File: src/rtl/ed_threshold_writer.sv
// ed_threshold_writer: averages 2^LOG2_AVG squared-magnitude samples, scales the mean and writes threshold and window size over the settings bus
module ed_threshold_writer #(
  parameter int TH_ADDR = 1,
  parameter int WS_ADDR = 3,
  parameter int LOG2_AVG = 10
) (
  input  logic        clock,
  input  logic        reset,
  input  logic [31:0] xk_sq_m,
  input  logic        dv_sq_m,
  input  logic        start,
  input  logic [7:0]  scale_q4,
  input  logic [9:0]  window_size_in,
  output logic        set_stb,
  output logic [7:0]  set_addr,
  output logic [31:0] set_data,
  output logic        busy,
  output logic        done,
  output logic [31:0] th_out
);
  localparam int AW = 32 + LOG2_AVG;
  typedef enum logic [2:0] {IDLE, ACCUM, MEAN, SCALE, WR_TH, GAP, WR_WS, DONE} state_t;
  state_t state_q, state_d;
  logic [AW-1:0] acc_q, acc_d;
  logic [LOG2_AVG-1:0] cnt_q, cnt_d;
  logic [31:0] mean_q, mean_d, th_q, th_d, set_data_q, set_data_d, th_out_q, th_out_d;
  logic [7:0] set_addr_q, set_addr_d;
  logic set_stb_q, set_stb_d, busy_q, busy_d, done_q, done_d;
  logic [39:0] prod;
  logic [9:0] ws;
  assign prod = 40'(mean_q) * 40'(scale_q4);
  assign ws = (window_size_in == 10'd0) ? 10'd1 : window_size_in;
  always_comb begin
    state_d = state_q;
    acc_d = acc_q;
    cnt_d = cnt_q;
    mean_d = mean_q;
    th_d = th_q;
    set_stb_d = 1'b0;
    set_addr_d = set_addr_q;
    set_data_d = set_data_q;
    busy_d = busy_q;
    done_d = 1'b0;
    th_out_d = th_out_q;
    case (state_q)
      IDLE: begin
        busy_d = start && !busy_q;
        if (start && !busy_q) begin
          state_d = ACCUM;
          acc_d = '0;
          cnt_d = '0;
        end
      end
      ACCUM: if (dv_sq_m) begin
        acc_d = acc_q + AW'(xk_sq_m);
        cnt_d = cnt_q + LOG2_AVG'(1);
        state_d = (&cnt_q) ? MEAN : ACCUM;
      end
      MEAN: begin
        mean_d = acc_q[LOG2_AVG +: 32];
        state_d = SCALE;
      end
      SCALE: begin
        th_d = (|prod[39:36]) ? 32'hFFFF_FFFF : prod[35:4];
        state_d = WR_TH;
      end
      WR_TH: begin
        set_stb_d = 1'b1;
        set_addr_d = 8'(TH_ADDR);
        set_data_d = th_q;
        th_out_d = th_q;
        state_d = GAP;
      end
      GAP: state_d = WR_WS;
      WR_WS: begin
        set_stb_d = 1'b1;
        set_addr_d = 8'(WS_ADDR);
        set_data_d = {22'b0, ws};
        state_d = DONE;
      end
      DONE: begin
        done_d = 1'b1;
        state_d = IDLE;
      end
      default: state_d = IDLE;
    endcase
  end
  always_ff @(posedge clock) begin
    if (reset) begin
      state_q <= IDLE;
      acc_q <= '0;
      cnt_q <= '0;
      mean_q <= '0;
      th_q <= '0;
      set_stb_q <= 1'b0;
      set_addr_q <= '0;
      set_data_q <= '0;
      busy_q <= 1'b0;
      done_q <= 1'b0;
      th_out_q <= '0;
    end else begin
      state_q <= state_d;
      acc_q <= acc_d;
      cnt_q <= cnt_d;
      mean_q <= mean_d;
      th_q <= th_d;
      set_stb_q <= set_stb_d;
      set_addr_q <= set_addr_d;
      set_data_q <= set_data_d;
      busy_q <= busy_d;
      done_q <= done_d;
      th_out_q <= th_out_d;
    end
  end
  assign set_stb = set_stb_q;
  assign set_addr = set_addr_q;
  assign set_data = set_data_q;
  assign busy = busy_q;
  assign done = done_q;
  assign th_out = th_out_q;
endmodule

File: config.mk
export PLATFORM = sky130hd
export DESIGN_NAME = ed_threshold_writer
export DESIGN_NICKNAME = d
export VERILOG_FILES = /design/src/rtl/ed_threshold_writer.sv
export SDC_FILE = /design/constraint.sdc
export NUM_CORES = 1
export LEC_CHECK = 0
export CORE_UTILIZATION = 53
export CTS_BUF_LIST = sky130_fd_sc_hd__clkbuf_2 sky130_fd_sc_hd__clkbuf_4 sky130_fd_sc_hd__clkbuf_8
export CTS_CLUSTER_DIAMETER = 60
export DETAILED_ROUTE_END_ITERATION = 16
export PLACE_DENSITY = 0.77
export RECOVER_POWER = 25
export SYNTH_ARGS = -nofsm -noshare
export SYNTH_HDL_FRONTEND = slang
export SYNTH_SLANG_ARGS = --single-unit
export TNS_END_PERCENT = 1
File: constraint.sdc
create_clock -name clock -period 8.48 [get_ports clock]
set_input_delay 1.696 -clock clock [delete_from_list [all_inputs] [get_ports clock]]
set_output_delay 1.696 -clock clock [all_outputs]
set_load 0.1 [all_outputs]
==> run metrics <==
status=finished with violations; failing checks=capacitance limit, slew limit; critical path launch point type=input port; Die Ht=177.7 um; Period Utilization, post-route=0.8723; Multi-input gate area=11450 um^2; chip width=177.7 um; worst skew pair latency=470 ps; Total Routing Usage GR=0.2440; fin util=0.6058; Power Density=94.58 nW/um^2; clock-pin transition on the worst setup and hold timing paths=90 ps; dominant synthesized flop cell=dfxtp_1; final worst slack=1083 ps; maximum VDD drop=0.08837 mV; post-synthesis cell count=1894; P_leak=8.032 nW; Diodes inserted=0; Worst path slowest cell=fa_1; Overflow after GRT=0; cell area after synthesis=16360 um^2; Via density=between 5 and 6; first-pass GRT wire length=62830 um; final worst path period need=7397 ps; dpl ws=around 770 ps; htree depth=4; post-cts resize count=0; clock buffer count from CTS=17; CP required=8630 ps; first-iteration detailed-routing DRC count=between 700 and 800; Slew Limit Headroom=-1.531; Final Max Slew Viols=173; Root Buffer=clkbuf_8; crit-path max cell delay=between 500 and 600 ps; vias in the first global route=13060; Yosys cell types=71; Yosys warning total=0; crit path cell chain=clkdlybuf4s50_1, buf_4, and2_1, fa_1, fa_1, fa_1, inv_1, fa_1, inv_1, ha_1, nand3_1, nor4_1, nand3_1, o21ai_1, o21ai_2, o21ai_2, a41oi_2, xnor2_1, a2111oi_4, buf_12, a211oi_1; worst hold slack=459.4 ps; DR WL/cell=15.58 um; critical path class=in -> reg; Fmax=0.1352 GHz; postcts setup bufs=0; # rows=63; Residual DRC=0; routed via count=approximately 13000; fraction of layout cells with a size suffix above 1=0.03961; crit end category=flip-flop; I/O pin count=around 130; Avg Cell Area, Syn=8.636 um^2; # fillers=between 2000 and 3000; clk_skew=~22 ps; routed wire length=36750 um; max_cap viols=3; worst-case clock buffer depth=2; number of synthesized register bits=188; Routability Congestion=0.9174; Final Hold Fails=0; Initial Util=0.5446; drt first pass iters=7; cts hold-fix bufs=0; core area=30030 um^2; sequential cell area=3764 um^2; Hold WC Path Type=reg -> reg; Setup TNS=0 ps; Detailed Place HPWL=27840 um; crit-path max FO=32; initial antenna violation count=0; Final Power=around 0.0017 W; CTS tree=yes; Final nets=~2300; antenna-violating nets left=0; most frequent cell on the critical path=fa_1; area growth from synthesis to layout=11.24%; RSZ-0062 raised after global routing=no; input/output buffers=122; CTS Sinks=188; die area=31570 um^2; FFs w/ async S/R, synth=0; actual slew at the worst max-slew pin=roughly 3800 ps; register area share after synthesis=0.2301; pin count of the biggest net entering global routing=just over 80; Critical Path AT=7550 ps; Post-synth EDFFs=0; final setup fails=0
[path summary, 6_finish.rpt]
check | slack (ps) | from | endpoint | cells past startpoint
worst min register to register | 460 | th_out[12] | th_out[12] | 2
worst max-delay path | 1080 | scale_q4[6] | th_q[11] | 21
worst min-delay path | 460 | th_out[12] | th_out[12] | 2
worst max register to register | 2560 | mean_q[6] | th_q[11] | 19
[cell type report]
cell class	count	share of cell area
clock inverters	14	0.009421
multi-input cells	1418	0.6296
repair buffers	140	0.07468
flip-flops and latches	188	0.2068
clock buffers	18	0.01327
well taps	390	0.02682
inverters	191	0.03940
[routing by layer]
metal	global-route usage	routed length, um	part of all wire	up-vias
met5	0	0	0	-
met4	0.05377	486	0.013	0
met3	0.03770	2237	0.061	44
met2	0.4056	16970	0.46	424
met1	0.3346	17050	0.46	6272
li1	-	-	-	6358
[power breakdown]
group          total (W)  switching, W  internal (W)  leakage (nW)
clock network   0.000630      0.000352      0.000278         0.208
registers       0.000900    0.00000912      0.000891          1.52
logic           0.000191      0.000118     0.0000725          6.31
[Yosys cell counts, types with 8 or more instances]
cell type	instances	share of area
fa_1	181	0.22
o21bai_1	11	0.0050
a21oi_1	134	0.041
nand2_1	231	0.053
mux2i_1	10	0.0061
nand4_1	15	0.0057
inv_1	191	0.044
nor2_1	122	0.028
ha_1	90	0.069
nand2b_1	11	0.0042
o21ai_0	41	0.013
xor2_1	37	0.020
nand3_1	21	0.0064
a211oi_1	39	0.018
xnor2_1	38	0.020
nor3_1	15	0.0046
o211ai_1	13	0.0060
a22oi_1	17	0.0078
and2_1	213	0.081
a211oi_2	11	0.0084
a21o_1	32	0.015
a22o_1	38	0.020
clkbuf_1	82	0.019
dfxtp_1	188	0.23
or3_1	8	0.0031
[stage by stage]
| step | cell area, um^2 | std cells |
|---|---|---|
| finish | 18200 | 2359 |
| floorplan | 16380 | 1899 |
| detailed placement | 17790 | 2327 |
| global placement | 17790 | 2327 |
| CTS | 18210 | 2359 |
| global route | 18200 | 2359 |
[worst max-delay path: cells and delay by family]
family,cells,cell delay (ps)
adders and majority gates,5,2480
AOI/OAI and AO/OA,6,1250
buffers and inverters,5,1100
and+or+nand+nor,4,810
xor gates and xnor gates,1,180
[state kept, by name, indices dropped and copies added, names as in the netlist, 2 cells and up]
register,count
th_out,32
mean_q,32
th_q,32
state_q,3
set_data,32
cnt_q,10
set_addr,2
acc_q,42
[logic make-up after synthesis]
group | synth area share
multiplexers | 0.006808
AND/OR/NAND/NOR | 0.2010
adder cells (fa/ha/maj) | 0.2904
XOR/XNOR | 0.04016
other | 0.0002293
flip-flops | 0.2301
buffers and inverters | 0.07106
AO/OA/AOI/OAI | 0.1603
[cells in the final DEF, fill, tap and decap left out, types with 6 or more instances in the layout]
master,n
nand2_1,231
and2_1,213
inv_1,191
dfxtp_1,188
fa_1,181
a21oi_1,134
nor2_1,120
clkdlybuf4s50_1,119
ha_1,90
o21ai_0,41
a211oi_1,39
xnor2_1,38
a22o_1,38
xor2_1,37
a21o_1,32
nand3_1,21
a22oi_1,17
clkbuf_8,17
buf_4,16
nand4_1,15
nor3_1,15
o211ai_1,13
nand2b_1,11
a211oi_2,11
o21bai_1,11
mux2i_1,10
or3_1,8
and3_1,7
conb_1,6
Power figures use the tool's default switching activity.
